<file path="src/rtl/gcd_dispatch.sv">
// Request FIFO, issue sequencer and result holder in front of the gcd core.
// Optional GCD_DISPATCH_STATS_EN adds a 16-bit completed-result counter port.
module gcd_dispatch #(
  parameter int WIDTH = 8,
  parameter int DEPTH = 4
) (
  input  logic             clk_i,
  input  logic             rst_i,
  input  logic             req_valid_i,
  output logic             req_ready_o,
  input  logic [WIDTH-1:0] req_a_i,
  input  logic [WIDTH-1:0] req_b_i,
  output logic             core_valid_o,
  output logic [WIDTH-1:0] core_a_o,
  output logic [WIDTH-1:0] core_b_o,
  input  logic [WIDTH-1:0] core_gcd_i,
  input  logic             core_valid_i,
  output logic             res_valid_o,
  input  logic             res_ready_i,
  output logic [WIDTH-1:0] res_gcd_o,
  output logic             res_bypass_o
`ifdef GCD_DISPATCH_STATS_EN
  ,
  output logic [15:0]      stat_done_o
`endif
);

  localparam int PTR_W = $clog2(DEPTH);

  typedef enum logic [1:0] {
    S_IDLE  = 2'd0,
    S_ISSUE = 2'd1,
    S_WAIT  = 2'd2,
    S_RESP  = 2'd3
  } state_t;

  state_t             state_q, state_d;
  logic [WIDTH-1:0]   fifo_a [DEPTH];
  logic [WIDTH-1:0]   fifo_b [DEPTH];
  logic [PTR_W-1:0]   wr_ptr_q, rd_ptr_q;
  logic [PTR_W:0]     count_q, count_d;
  logic               ready_q;
  logic               push, pop, head_zero;
  logic [WIDTH-1:0]   head_a, head_b;
  logic [WIDTH-1:0]   core_a_q, core_b_q, res_gcd_q;
  logic               res_bypass_q;

  assign push      = req_valid_i && ready_q;
  assign head_a    = fifo_a[rd_ptr_q];
  assign head_b    = fifo_b[rd_ptr_q];
  assign head_zero = (head_a == '0) || (head_b == '0);
  assign count_d   = count_q + (PTR_W+1)'(push) - (PTR_W+1)'(pop);

  always_ff @(posedge clk_i) begin
    if (push) begin
      fifo_a[wr_ptr_q] <= req_a_i;
      fifo_b[wr_ptr_q] <= req_b_i;
    end
  end

  // Ready is a registered not-full flag, so a pop only frees space from the next cycle.
  always_ff @(posedge clk_i) begin
    if (rst_i) begin
      wr_ptr_q <= '0;
      rd_ptr_q <= '0;
      count_q  <= '0;
      ready_q  <= 1'b0;
    end else begin
      if (push) wr_ptr_q <= wr_ptr_q + PTR_W'(1);
      if (pop)  rd_ptr_q <= rd_ptr_q + PTR_W'(1);
      count_q <= count_d;
      ready_q <= (count_d != (PTR_W+1)'(DEPTH));
    end
  end

  always_comb begin
    state_d = state_q;
    pop     = 1'b0;
    case (state_q)
      S_IDLE: begin
        if (count_q != '0) begin
          pop     = 1'b1;
          state_d = head_zero ? S_RESP : S_ISSUE;
        end
      end
      S_ISSUE: state_d = S_WAIT;
      S_WAIT:  if (core_valid_i) state_d = S_RESP;
      S_RESP:  if (res_ready_i) state_d = S_IDLE;
      default: state_d = S_IDLE;
    endcase
  end

  // Zero operands never reach the core: x|0 = x and 0|0 = 0 give the gcd directly.
  always_ff @(posedge clk_i) begin
    if (rst_i) begin
      state_q      <= S_IDLE;
      core_a_q     <= '0;
      core_b_q     <= '0;
      res_gcd_q    <= '0;
      res_bypass_q <= 1'b0;
    end else begin
      state_q <= state_d;
      if (state_q == S_IDLE && pop) begin
        if (head_zero) begin
          res_gcd_q    <= head_a | head_b;
          res_bypass_q <= 1'b1;
        end else begin
          core_a_q <= head_a;
          core_b_q <= head_b;
        end
      end
      if (state_q == S_WAIT && core_valid_i) begin
        res_gcd_q    <= core_gcd_i;
        res_bypass_q <= 1'b0;
      end
    end
  end

  assign req_ready_o  = ready_q;
  assign core_valid_o = (state_q == S_ISSUE);
  assign core_a_o     = core_a_q;
  assign core_b_o     = core_b_q;
  assign res_valid_o  = (state_q == S_RESP);
  assign res_gcd_o    = res_gcd_q;
  assign res_bypass_o = res_bypass_q;

`ifdef GCD_DISPATCH_STATS_EN
  logic [15:0] stat_q;

  always_ff @(posedge clk_i) begin
    if (rst_i) stat_q <= '0;
    else if (res_valid_o && res_ready_i) stat_q <= stat_q + 16'd1;
  end

  assign stat_done_o = stat_q;
`endif

endmodule

</file>
<file path="config.mk">
export PLATFORM = sky130hd
export DESIGN_NAME = gcd_dispatch
export DESIGN_NICKNAME = d
export VERILOG_FILES = /design/src/rtl/gcd_dispatch.sv
export SDC_FILE = /design/constraint.sdc
export NUM_CORES = 1
export LEC_CHECK = 0
export CAP_MARGIN = 20
export CORE_MARGIN = 2
export CORE_UTILIZATION = 48
export CTS_CLUSTER_DIAMETER = 30
export DETAILED_ROUTE_END_ITERATION = 8
export GPL_TIMING_DRIVEN = 0
export PLACE_DENSITY = 0.71
export SKIP_CTS_REPAIR_TIMING = 1
export SLEW_MARGIN = 0
export SYNTH_ARGS = -nofsm -noshare
export SYNTH_HDL_FRONTEND = slang
export SYNTH_SLANG_ARGS = --single-unit
export TNS_END_PERCENT = 100
</file>
<file path="constraint.sdc">
create_clock -name clk_i -period 9.1 [get_ports clk_i]
set_clock_uncertainty 0.2 [all_clocks]
set_input_delay 1.82 -clock clk_i [delete_from_list [all_inputs] [get_ports clk_i]]
set_output_delay 1.82 -clock clk_i [all_outputs]
set_load 0.02 [all_outputs]
</file>
==> out/metrics.cfg, run 1 <==
[run_status]
status = finished clean

[worst_setup_path]
crit_type = input pin to register
arrival_ns = 3.98
startpoint_type = input pin
rrSetupSlack_ns = 5.52
crit_fanout = 6
cp.required_ns = 9.15
crit_path_end_kind = register

[power]
power.density_nw_per_um2 = 286
ir_drop_mv = 0.113
switching_share = 0.368
pwr-share-clk = 0.182
p_leak_uw = 0.00174
sequentialPowerShare = 0.415
switchingPower_uw = 549
p_int_uw = 942
power_frac_comb = 0.402

[placement]
place_congestion = 0.847
hpwlAfterDp_microns = 6360
portBuffers = 55
post_dp_cell_area_sq_um = 5020

[floorplan]
rows = 34
start_util = 0.495
io_pins = 57
dieArea_sq_um = 9810
dieWidth_microns = 99.1
die_y_microns = 99.1
core_area_sq_um = 8760

[timing]
hold_viol_final = 0
fmax_mhz = 254
setup-tns-final_ns = 0
rsz0062_at_grt = no
period_share = 0.432
setup_viol = 0
maxSlewViolCount = 0
layout_min_cycle_time_ns = 3.93
maxSlewHeadroom = 0.422
worst_slew_pin_slew_ns = 0.867

[finish]
num-nets-final = 423
nFillCells = 718
area_delta_synth_final_pct = 20.1
antenna_cells = 0
drive_gt1_frac = 0.116
final_area_sq_um = 5210

[logic_synthesis]
syn_area_per_cell_sq_um = 13.7
yosys.area.top_type_share = 0.443
synth_common_cells = edfxtp_1, dfxtp_1, a21oi_1
yosysWarningCount = 0
synth_seq_area_share = 0.614
synth.cell_area_sq_um = 4340
synth.area.top_cells = edfxtp_1, dfxtp_1, mux4_2
yosysTopAreaCell = edfxtp_1
synth_seq_cells = 101
synth-async-reset-ratio = 0
synth_top_flop_cell = edfxtp_1
synthCells = 316
synth.distinct_cells = 39
synth_edf_count = 64
yosysMostFrequentCell = edfxtp_1
synthesis.nets = 357

[clock_network]
clockRootBuffer = clkbuf_8
cts_buffer_depth = 2
cts_num_sinks = 101
numCtsBuffers = 9
cts_tree = yes
insertion_delay_ns = 0.37
cts_max_level = 3
clkTransAtPathRegs_ns = 0.10

[routing]
via_per_inst = 5.94
drc = 0
ant_nets = 0
vias = 2938
wire_per_inst_microns = 18.6
wl_microns = 9210
drtPass1Iterations = 5
drtIter0Drc = 182

[job]
cap_violations = 0

[global_routing]
grt_pass1_vias = 2880
grt_antenna_before_repair = 0
grt_max_degree = 20
gr-total-overflow = 0
grt_pass1_wl_microns = 15000
grt_usage = 0.194

[hold_path]
hp-class = register to register

==> layout by cell type (no fill, tap or decap), types with 8 or more instances in the layout <==
cell type	n
nor3b_1	9
dfxtp_1	37
a21oi_1	18
o31ai_1	16
a221o_1	8
nor2_1	8
nand3_1	17
o21bai_1	8
mux4_2	16
inv_1	10
clkbuf_1	17
clkdlybuf4s50_1	55
clkbuf_8	9
ha_1	11
edfxtp_1	64
nand2_1	14
nand4_1	16
a32oi_1	8
==> cell families (layout without fill, tap and decap cells) <==
group / count (synthesis) / count (layout) / synth area share
AO/OA/AOI/OAI: 64 / 64 / 0.108
buffers and inverters: 38 / 109 / 0.0430
multiplexers: 16 / 16 / 0.0831
AND/OR/NAND/NOR: 80 / 80 / 0.106
flip-flops: 101 / 101 / 0.614
XOR/XNOR: 5 / 5 / 0.0101
adder cells (fa/ha/maj): 12 / 12 / 0.0363
==> stage by stage <==
step / utilization / hold slack (ns) / std cells / total power (uW) / worst slack, ns
after floorplan: - / 0.269 / 316 / 1010 / 5.49
after global placement: 0.573 / 0.250 / 479 / 1210 / 4.82
after detailed placement: 0.573 / 0.259 / 479 / 1230 / 4.77
after CTS: 0.595 / 0.282 / 495 / 1500 / 5.17
after global routing: 0.595 / 0.299 / 495 / 1580 / 5.02
final: 0.595 / 0.278 / 495 / 1490 / 5.17
==> flip-flops by register name, summed over array words and instances, names as in the netlist, named ones only <==
name          count
req_ready_o       1
wr_ptr_q          2
core_b_o          8
fifo_b           32
fifo_a           32
count_q           3
core_a_o          8
res_bypass_o      1
state_q           2
res_gcd_o         8
rd_ptr_q          2
==> path summary, 6_finish.rpt <==
check,startpoint,to,depth (start not counted)
worst max-delay path,req_valid_i,req_ready_o$_SDFF_PP0_,11
worst min-delay path,res_bypass_o$_SDFFE_PP0P_,res_bypass_o$_SDFFE_PP0P_,1
worst max register to register,state_q[0]$_SDFFE_PP0P_,req_ready_o$_SDFF_PP0_,16
worst min register to register,res_bypass_o$_SDFFE_PP0P_,res_bypass_o$_SDFFE_PP0P_,1
==> layer usage <==
metal / vias to the layer above / track usage / routed length (microns)
li1: 1362 / - / -
met1: 1417 / 0.274 / 4080
met2: 151 / 0.312 / 4400
met3: 8 / 0.0298 / 642
met4: 0 / 0.0622 / 80
met5: - / 0 / 0
==> critical path: stages <==
cell and delay [ns]:
clkdlybuf4s50_1 0.55, nand2_1 0.14, ha_1 0.31, inv_1 0.05, ha_1 0.13, inv_1 0.05
fa_1 0.38, xor2_1 0.17, xnor2_1 0.15, nor3b_1 0.18, nor2_1 0.05
==> cell type report <==
cell class / count / area, sq um / area share
plain buffers: 28 / 149 / 0.0286
clock buffers: 9 / 124 / 0.0238
clock inverters: 7 / 62.6 / 0.0120
inverters: 10 / 37.5 / 0.00720
multi-input cells: 177 / 1490 / 0.286
flip-flops and latches: 101 / 2660 / 0.511
well taps: 108 / 135 / 0.0259
repair buffers: 55 / 551 / 0.106
==> power groups by stage <==
stage / combinational (uW) / sequential [uW] / clock, uW
floorplan: 342 / 673 / 0
detailed placement: 596 / 630 / 0
global placement: 589 / 626 / 0
CTS: 599 / 620 / 278
finish: 600 / 620 / 272
global route: 652 / 630 / 295
No activity file was read; power rests on OpenSTA's default activity.
==> inputs of run 2 (changes only) <==
--- a/config.mk
+++ b/config.mk
@@ -11,7 +11,7 @@
 export CTS_CLUSTER_DIAMETER = 30
 export DETAILED_ROUTE_END_ITERATION = 8
 export GPL_TIMING_DRIVEN = 0
-export PLACE_DENSITY = 0.71
+export PLACE_DENSITY = 0.74
 export SKIP_CTS_REPAIR_TIMING = 1
 export SLEW_MARGIN = 0
 export SYNTH_ARGS = -nofsm -noshare
==> constraint.sdc (replaced) <==
create_clock -name clk_i -period 3.43 [get_ports clk_i]
set_clock_uncertainty 0.2 [all_clocks]
set_input_delay 0.686 -clock clk_i [delete_from_list [all_inputs] [get_ports clk_i]]
set_output_delay 0.686 -clock clk_i [all_outputs]
set_load 0.02 [all_outputs]
==> run 2 against run 1 <==
Global-route usage shrank 0.37 points. Sequential power grew to 2.6 times the previous value. Clock-buffer cell count is the same. Die area is the same. Design area grew 0.14%. Sequential share of layout area shrank 0.073 points. Total power grew to 2.7 times the previous value. Via count shrank 2.7%.
==> out/metrics.cfg, run 2 (synthesized netlist as in run 1, its figures left out) <==
[run_status]
status = finished clean

[clock_network]
cts_num_sinks = 101  ; unchanged
insertion_delay_ns = 0.37  ; about the same
clkTransAtPathRegs_ns = 0.10  ; about the same
clockRootBuffer = clkbuf_8
cts_max_level = 3  ; unchanged
numCtsBuffers = 9  ; unchanged
cts_tree = yes
cts_buffer_depth = 2  ; unchanged

[hold_path]
worstHoldStart = core_a_o[6]$_SDFFE_PP0P_
hp-class = register to register

[power]
p_leak_uw = 0.00175  ; +0.57%
power.density_nw_per_um2 = 762  ; +170%
power.total_uw = 3980  ; +170%
ir_drop_mv = 0.347  ; +210%

[worst_setup_path]
cp.required_ns = 3.47  ; -5.68 ns
startpoint_type = register
crit_path_top_delay_cell = fa_1
path_delay_family = adder cells
crit_type = register to register
worst-path-buf-inv = 5  ; +2
crit_path_end_kind = register
worstReg2RegStart = state_q[0]$_SDFFE_PP0P_
cp-startpoint = state_q[0]$_SDFFE_PP0P_
crit_fanout = 11  ; +5
critical-path-max-stage-delay_ns = 0.37  ; -0.18 ns
path_cells = inv_1 > ha_1 > nand2b_4 > inv_1 > clkbuf_2 > ha_1 > inv_1 > ha_1 > inv_1 > fa_1 > xor2_1 > xnor2_1 > nor3b_1 > nor2_1
arrival_ns = 3.23  ; -0.75 ns
cpMostUsedCell = inv_1

[floorplan]
core_area_sq_um = 8760  ; unchanged
rows = 34  ; unchanged
dieWidth_microns = 99.1  ; unchanged
dieArea_sq_um = 9810  ; unchanged
die_y_microns = 99.1  ; unchanged
io_pins = 57  ; unchanged
start_util = 0.495  ; unchanged

[timing]
fmax_mhz = 313
setup_ws_ns = 0.239  ; -4.93 ns
rsz0062_at_grt = no
hold_viol_final = 0  ; unchanged
setup_viol = 0  ; unchanged
period_share = 0.930
maxSlewHeadroom = 0.415  ; -0.00718
layout_min_cycle_time_ns = 3.19
worst_slew_pin_slew_ns = 0.878  ; +0.0108 ns
maxSlewViolCount = 0  ; unchanged

[routing]
wl_microns = 9130  ; -0.85%
drtPass1Iterations = 5  ; unchanged
ant_nets = 0  ; unchanged
drtIter0Drc = 151  ; -17%
drc = 0  ; unchanged
wire_per_inst_microns = 18.5  ; -0.44%
via_per_inst = 5.80  ; -2.3%
vias = 2860  ; -2.7%

[global_routing]
grt_pass1_wl_microns = 14400  ; -3.8%
grt_antenna_before_repair = 0  ; unchanged
gr-total-overflow = 0  ; unchanged
grt_max_degree = 20  ; unchanged
grt_usage = 0.191  ; -0.00371
grt_pass1_vias = 2854  ; -0.90%

[finish]
multiInputGateArea_sq_um = 1500  ; +0.50%
num-nets-final = 421  ; -0.47%
area_delta_synth_final_pct = 20.3
final_common_cell = edfxtp_1
drive_gt1_frac = 0.122  ; +0.00580
seq_area_sq_um = 2660  ; unchanged
antenna_cells = 0  ; unchanged
top_regs = fifo_a (32), fifo_b (32)
final_cell_mix = edfxtp_1, clkdlybuf4s50_1, dfxtp_1
nFillCells = 705  ; -1.8%

[placement]
place_congestion = 0.838  ; -0.97%
hpwlAfterDp_microns = 6480  ; +1.9%
dp_slack_ns = -0.141  ; -4.92 ns
portBuffers = 55  ; unchanged

[job]
cap_violations = 0  ; unchanged

==> run 2: cell count changes in the layout (fill, tap and decap cells not counted), sizes merged <==
| cell | before | now |
|---|---|---|
| inv | 15 | 13 |
| clkbuf | 26 | 24 |
| clkinv | 1 | 3 |
==> run 2: worst reg2reg max path, cell delays in order, from the launching register on <==
cell	delay (ns)
dfxtp_1	0.34
inv_1	0.13
ha_1	0.24
nand2b_4	0.11
inv_1	0.29
clkbuf_2	0.31
ha_1	0.27
inv_1	0.06
ha_1	0.13
inv_1	0.05
fa_1	0.37
xor2_1	0.16
xnor2_1	0.15
nor3b_1	0.18
nor2_1	0.06
==> run 2: worst paths after layout <==
check                                                end  slack, ns  cells past startpoint
worst max-delay path              req_ready_o$_SDFF_PP0_       0.24                     14
worst min-delay path            core_a_o[6]$_SDFFE_PP0P_       0.28                      2
worst max register to register    req_ready_o$_SDFF_PP0_       0.24                     14
worst min register to register  core_a_o[6]$_SDFFE_PP0P_       0.28                      2
==> run 2: power breakdown <==
part / leakage [uW] / switching (uW) / internal (uW) / total [uW]
clock network: 0.0000964 / 444 / 283 / 726
registers: 0.000884 / 112 / 1520 / 1640
logic: 0.000772 / 912 / 703 / 1610
==> run 2: stage by stage <==
stage,hold WS [ns],cell area [sq um],cells,setup TNS [ns],utilization
CTS,0.280,5220,495,-0.254,0.595
finish,0.280,5220,493,0,0.595
global placement,0.250,5020,479,-0.0806,0.573
global route,0.306,5220,493,0,0.595
floorplan,0.269,4340,316,0,-
detailed placement,0.265,5020,479,-0.166,0.573
==> run 2: routing by layer <==
metal	part of all wire	track usage
met1	0.44	0.258
met5	0	0
met3	0.059	0.0433
met4	0.011	0.0569
met2	0.49	0.310
==> run 2: cell type report <==
| class | count | share of cell area |
|---|---|---|
| clock buffers | 9 | 0.0237 |
| inverters | 10 | 0.00719 |
| multi-input cells | 177 | 0.287 |
| well taps | 108 | 0.0259 |
| flip-flops and latches | 101 | 0.510 |
| clock inverters | 7 | 0.0132 |
| repair buffers | 55 | 0.106 |
| plain buffers | 26 | 0.0273 |
